### src/rtl/fifo_wr_arb_if.sv
// Bundle of requester, grant and FIFO write-port signals shared by the
// arbiter and its environment.
interface fifo_wr_arb_if;
   logic [3:0]   i_req;
   logic [7:0]   i_len;
   logic [383:0] i_data;
   logic [3:0]   o_ack;
   logic [3:0]   o_grant;
   logic [95:0]  o_fifo_wr_data;
   logic         o_fifo_wr_en;
   logic         i_fifo_full;
   logic [9:0]   i_fifo_wr_words;
   logic         o_busy;

   // Arbiter side: consumes requests and FIFO status, drives the write port.
   modport master (
      input  i_req, i_len, i_data, i_fifo_full, i_fifo_wr_words,
      output o_ack, o_grant, o_fifo_wr_data, o_fifo_wr_en, o_busy
   );

   // Environment side: requesters plus the FIFO.
   modport slave (
      output i_req, i_len, i_data, i_fifo_full, i_fifo_wr_words,
      input  o_ack, o_grant, o_fifo_wr_data, o_fifo_wr_en, o_busy
   );
endinterface

### src/rtl/fifo_wr_arb.sv
// Four-way round-robin packet arbiter for a single FIFO write port.
// A requester is granted only if its whole packet fits in the FIFO, and the
// packet is then written word by word without interleaving.
module fifo_wr_arb #(
   parameter int FIFO_WORDS = 512
) (
   input  logic          clk,
   input  logic          rst_n,
   fifo_wr_arb_if.master bus
);

   typedef enum logic {IDLE = 1'b0, XFER = 1'b1} state_t;

   state_t      state_q;
   state_t      state_d;
   logic [1:0]  cnt_q;
   logic [1:0]  len_q;
   logic [1:0]  gnt_idx_q;
   logic [1:0]  last_q;
   logic [3:0]  grant_q;

   logic [10:0] cap;
   logic [10:0] words_ext;
   logic [10:0] free_space;
   logic [3:0]  elig;
   logic        found;
   logic [1:0]  sel;
   logic [1:0]  idx;
   logic        wr;
   logic        done;
   logic [3:0]  ack;
   logic [95:0] wr_data;

   assign cap       = 11'(FIFO_WORDS);
   assign words_ext = {1'b0, bus.i_fifo_wr_words};
   // An occupancy above capacity is treated as no room rather than wrapping.
   assign free_space = (words_ext > cap) ? 11'd0 : (cap - words_ext);

   // Eligibility: request present and the full packet fits in free space.
   always_comb begin
      elig = 4'b0000;
      for (int k = 0; k < 4; k++) begin
         elig[k] = bus.i_req[k] &&
                   (free_space >= (11'(bus.i_len[2*k +: 2]) + 11'd1));
      end
   end

   // Round-robin search starting just after the last-served requester.
   always_comb begin
      found = 1'b0;
      sel   = last_q;
      idx   = last_q;
      for (int i = 1; i <= 4; i++) begin
         idx = last_q + 2'(i);
         if (!found && elig[idx]) begin
            found = 1'b1;
            sel   = idx;
         end
      end
   end

   // Final word of the packet being accepted this cycle.
   assign done = wr && (cnt_q == len_q);

   // State register.
   always_ff @(posedge clk or negedge rst_n) begin
      if (!rst_n) state_q <= IDLE;
      else        state_q <= state_d;
   end

   // Next-state logic.
   always_comb begin
      state_d = state_q;
      case (state_q)
         IDLE: if (found) state_d = XFER;
         XFER: if (done)  state_d = IDLE;
         default:         state_d = IDLE;
      endcase
   end

   // Output logic: write port and ack are live only while transferring.
   always_comb begin
      wr      = 1'b0;
      ack     = 4'b0000;
      wr_data = '0;
      if (state_q == XFER) begin
         wr_data        = bus.i_data[int'(gnt_idx_q)*96 +: 96];
         wr             = bus.i_req[gnt_idx_q] && !bus.i_fifo_full;
         ack[gnt_idx_q] = wr;
      end
   end

   // Packet bookkeeping: grant, latched length, word counter, last-served.
   always_ff @(posedge clk or negedge rst_n) begin
      if (!rst_n) begin
         cnt_q     <= 2'd0;
         len_q     <= 2'd0;
         gnt_idx_q <= 2'd0;
         last_q    <= 2'd3;
         grant_q   <= 4'b0000;
      end else begin
         case (state_q)
            IDLE: begin
               if (found) begin
                  gnt_idx_q <= sel;
                  len_q     <= bus.i_len[2*sel +: 2];
                  cnt_q     <= 2'd0;
                  grant_q   <= 4'b0001 << sel;
               end
            end
            XFER: begin
               if (done) begin
                  last_q  <= gnt_idx_q;
                  grant_q <= 4'b0000;
                  cnt_q   <= 2'd0;
               end else if (wr) begin
                  cnt_q <= cnt_q + 2'd1;
               end
            end
            default: grant_q <= 4'b0000;
         endcase
      end
   end

   assign bus.o_fifo_wr_en   = wr;
   assign bus.o_ack          = ack;
   assign bus.o_fifo_wr_data = wr_data;
   assign bus.o_grant        = grant_q;
   assign bus.o_busy         = (state_q == XFER);

endmodule

### src/flat_wrapper.sv
// flat-port wrapper written by rule: the top's interface ports become plain ports
module fifo_wr_arb_flat 
#(
   parameter int FIFO_WORDS = 512
)
  (clk, rst_n, bus_i_req, bus_i_len, bus_i_data, bus_i_fifo_full, bus_i_fifo_wr_words, bus_o_ack, bus_o_grant, bus_o_fifo_wr_data, bus_o_fifo_wr_en, bus_o_busy);
  fifo_wr_arb_if bus_i ();
  input  logic clk;
  input  logic rst_n;
  input wire logic [$bits(bus_i.i_req)-1:0] bus_i_req;
  input wire logic [$bits(bus_i.i_len)-1:0] bus_i_len;
  input wire logic [$bits(bus_i.i_data)-1:0] bus_i_data;
  input wire logic [$bits(bus_i.i_fifo_full)-1:0] bus_i_fifo_full;
  input wire logic [$bits(bus_i.i_fifo_wr_words)-1:0] bus_i_fifo_wr_words;
  output wire logic [$bits(bus_i.o_ack)-1:0] bus_o_ack;
  output wire logic [$bits(bus_i.o_grant)-1:0] bus_o_grant;
  output wire logic [$bits(bus_i.o_fifo_wr_data)-1:0] bus_o_fifo_wr_data;
  output wire logic [$bits(bus_i.o_fifo_wr_en)-1:0] bus_o_fifo_wr_en;
  output wire logic [$bits(bus_i.o_busy)-1:0] bus_o_busy;
  assign bus_i.i_req = bus_i_req;
  assign bus_i.i_len = bus_i_len;
  assign bus_i.i_data = bus_i_data;
  assign bus_i.i_fifo_full = bus_i_fifo_full;
  assign bus_i.i_fifo_wr_words = bus_i_fifo_wr_words;
  assign bus_o_ack = bus_i.o_ack;
  assign bus_o_grant = bus_i.o_grant;
  assign bus_o_fifo_wr_data = bus_i.o_fifo_wr_data;
  assign bus_o_fifo_wr_en = bus_i.o_fifo_wr_en;
  assign bus_o_busy = bus_i.o_busy;
  fifo_wr_arb #(.FIFO_WORDS(FIFO_WORDS)) u_core (.clk(clk), .rst_n(rst_n), .bus(bus_i));
endmodule
### config.mk
export PLATFORM = sky130hd
export DESIGN_NAME = fifo_wr_arb_flat
export DESIGN_NICKNAME = d
export VERILOG_FILES = /design/src/rtl/fifo_wr_arb_if.sv /design/src/rtl/fifo_wr_arb.sv /design/src/flat_wrapper.sv
export SDC_FILE = /design/constraint.sdc
export NUM_CORES = 1
export LEC_CHECK = 0
export CAP_MARGIN = 40
export CORE_AREA = 8 8 193 195
export DETAILED_ROUTE_END_ITERATION = 16
export DIE_AREA = 0 0 201 203
export DONT_BUFFER_PORTS = 1
export GPL_ROUTABILITY_DRIVEN = 0
export PLACE_DENSITY = 0.36
export SLEW_MARGIN = 20
export SYNTH_ARGS = -nofsm -noshare
export SYNTH_HDL_FRONTEND = slang
export SYNTH_SLANG_ARGS = --single-unit
### constraint.sdc
create_clock -name clk -period 5.5 [get_ports clk]
set_input_delay 1.1 -clock clk [delete_from_list [all_inputs] [get_ports clk]]
set_output_delay 1.1 -clock clk [all_outputs]
set_load 0.02 [all_outputs]
==> reports/qor.csv <==
metric,value,unit
Post-CTS Setup Bufs,0,
hold path startpoint,u_core.len_q[0],
total number of vias,3803,
CTS resizes,0,
Power Density,620.4,nW/um^2
Die X,201,um
sequential area share after synthesis,7.708,%
Finish-stage setup viols,0,
die area,40800,um^2
Setup TNS,0,ns
clk root buf,clkbuf_16,
post-layout minimum cycle time,3.870,ns
initial DRC count,383,
Worst Path Max Fanout,5,
unrepaired setup endpoints after global routing,false,
remaining antenna violation count,0,
Layout Area Growth over Synthesis,14.62,%
Tcrit/Tclk final,70.36,%
nets@finish,775,
Synth top area share,51.37,%
dominant register cell in the synthesized netlist,dfrtp_1,
post-synth net total,801,
unique cell type count in the Yosys netlist,51,
VDD IR-drop max,205.1,uV
clock-pin slew on the worst setup and hold paths,0.04,ns
Mean Syn Cell Area,11.22,um^2
max-slew violation count,0,
DRT Pass-1 Iters,6,
Tot GR Track Use,11.51,%
Critical R2R Launch,u_core.gnt_idx_q[1],
Slew @ Worst Pin,0.7567,ns
worst hold path class,reg -> reg,
Post-Place Worst Slack,1.410,ns
# hold bufs at CTS,0,
Design Power,3.024,mW
CTS Buf Count,3,
slowest CP cell,a2111oi_0,
Post-Route WL,26300,um
Synth warnings,0,
Critical R2R Capture,u_core.cnt_q[1],
Mapped Area,4253,um^2
DRC violation count after routing,0,
"top cells by area, synth","mux4_2 (51%), and2_1 (14%), dfrtp_1 (6.5%)",
cell count after synthesis,379,
share of cells above drive strength 1,34.94,%
Yosys reg bits,13,
hold violation count in the final report,0,
headroom to the max-slew limit,49.55,%
via/cell ratio,4.649,
largest net degree at the start of global routing,104,
CTS Buffer Depth,2,
maximum capacitance violations,0,
row cnt,68,
IO Count,515,
vias in the first global route,3918,
"most common cell after layout, fill and taps aside",and2_1,
status,"complete, no violations",
CTS tree,yes,
DR WL/cell,32.16,um
Hold Path Depth,2,
data required time of the worst path,5.60,ns
crit path cell chain,nor4_2 > a31oi_1 > nor2_1 > ha_1 > o21a_1 > o31a_2 > o22ai_1 > a211oi_1 > a2111oi_0 > o31ai_1,
nature of the critical path endpoint,register,
DP Wirelength,23320,um
initial antenna violation count,19,
clk sinks,13,
die height,203,um
Post-synth EDFFs,0,
GRT overflow,0,
first-pass GRT wire length,34730,um
FF-to-FF setup slack,2.53,ns
Synth area leader,mux4_2,
critical path class,in -> reg,
I/O Buffers,0,
Post-synth ARST share,100.0,%
Initial Util,12.47,%
leak pwr,1.484,nW
clk_lat worst skew,0.24,ns
"Core Util, Final",14.29,%
most frequent cells in the layout,"and2_1 (98), mux4_2 (97), inv_1 (17), nand2_1 (14)",
Hold EP,u_core.len_q[0],
Startpoint Class,primary input,
H-tree depth,1,
fmax,0.2584,GHz
R2R depth,8,
Worst Path Arrival,3.97,ns
Final WS setup,1.630,ns
Core ar.,34120,um^2
"slowest stage delay, CP",0.51,ns
clk_skew,0.001731,ns
==> worst max-delay path, delay by kind of cell <==
kind / cells / cell delay [ns]
and+or+nand+nor: 2 / 0.77
adders and majority gates: 1 / 0.30
AOI/OAI and AO/OA: 7 / 1.82
==> kinds of logic after synthesis <==
family | Yosys count | synth area share (%)
buffers and inverters | 53 | 4.678
multiplexers | 100 | 52.10
AND/OR/NAND/NOR | 146 | 20.59
AO/OA/AOI/OAI | 49 | 10.06
adder cells (fa/ha/maj) | 13 | 3.825
flip-flops | 13 | 7.708
XOR/XNOR | 5 | 1.030
==> synthesized netlist by cell type (all sizes together), types with 2 or more instances <==
library cell / number
a2111oi: 2
a211oi: 4
a21o: 3
a21oi: 5
a221oi: 3
a31o: 2
a31oi: 2
a32o: 4
and2: 98
and3b: 2
buf: 11
clkbuf: 25
dfrtp: 11
dfstp: 2
ha: 13
inv: 17
mux2i: 2
mux4: 97
nand2: 14
nor2: 13
nor2b: 5
nor3: 4
nor3b: 2
nor4: 2
o21a: 4
o21ai: 5
o31a: 3
o31ai: 6
xnor2: 3
xor2: 2
==> cell type report <==
cell class | count | area, um^2
clock buffers | 4 | 78.83
flip-flops and latches | 13 | 339.1
well taps | 455 | 569.3
multi-input cells | 313 | 3726
diodes | 11 | 27.53
fillers | 3804 | 29240
inverters | 17 | 63.81
repair buffers | 5 | 70.07
==> metal layers <==
layer	up-vias	routed length [um]	global-route usage, %	part of all wire [%]
li1	1464	-	-	-
met1	1928	8986	12.44	34
met2	360	13990	20.85	53
met3	35	2804	4.256	11
met4	16	409	3.101	1.6
met5	-	112	0	0.43
==> sequential cells by signal, indices dropped and copies added, names as in the netlist <==
register	flops
u_core.cnt_q	2
u_core.bus.o_busy	1
u_core.len_q	2
u_core.last_q	2
u_core.gnt_idx_q	2
u_core.bus.o_grant	4
==> stage by stage <==
| step | cell area (um^2) | hold WS (ns) | instances |
|---|---|---|---|
| floorplan | 4253 | 0.4696 | 379 |
| global placement | 4721 | 0.5153 | 801 |
| detailed placement | 4721 | 0.5304 | 801 |
| CTS | 4800 | 0.5401 | 805 |
| global route | 4865 | 0.5480 | 814 |
| finish | 4875 | 0.5261 | 818 |
==> where the power goes <==
part / switching [mW] / total, mW / leakage (nW) / internal, mW
registers: 0.160 / 0.309 / 0.155 / 0.149
logic: 1.57 / 2.58 / 1.29 / 1.01
clock network: 0.0365 / 0.134 / 0.0382 / 0.0974
total: 1.77 / 3.02 / 1.48 / 1.26
==> how the worst max path moves through the flow <==
stage / startpoint / endpoint / depth (start not counted)
global route: bus_i_fifo_wr_words[1] / u_core.len_q[1] / 10
finish: bus_i_fifo_wr_words[1] / u_core.len_q[1] / 10
detailed placement: bus_i_fifo_wr_words[1] / u_core.len_q[1] / 10
floorplan: bus_i_fifo_wr_words[1] / u_core.len_q[0] / 10
CTS: u_core.gnt_idx_q[0] / bus_o_ack[0] / 3
global placement: bus_i_fifo_wr_words[1] / u_core.len_q[1] / 10
No activity file was read; power rests on OpenSTA's default activity.
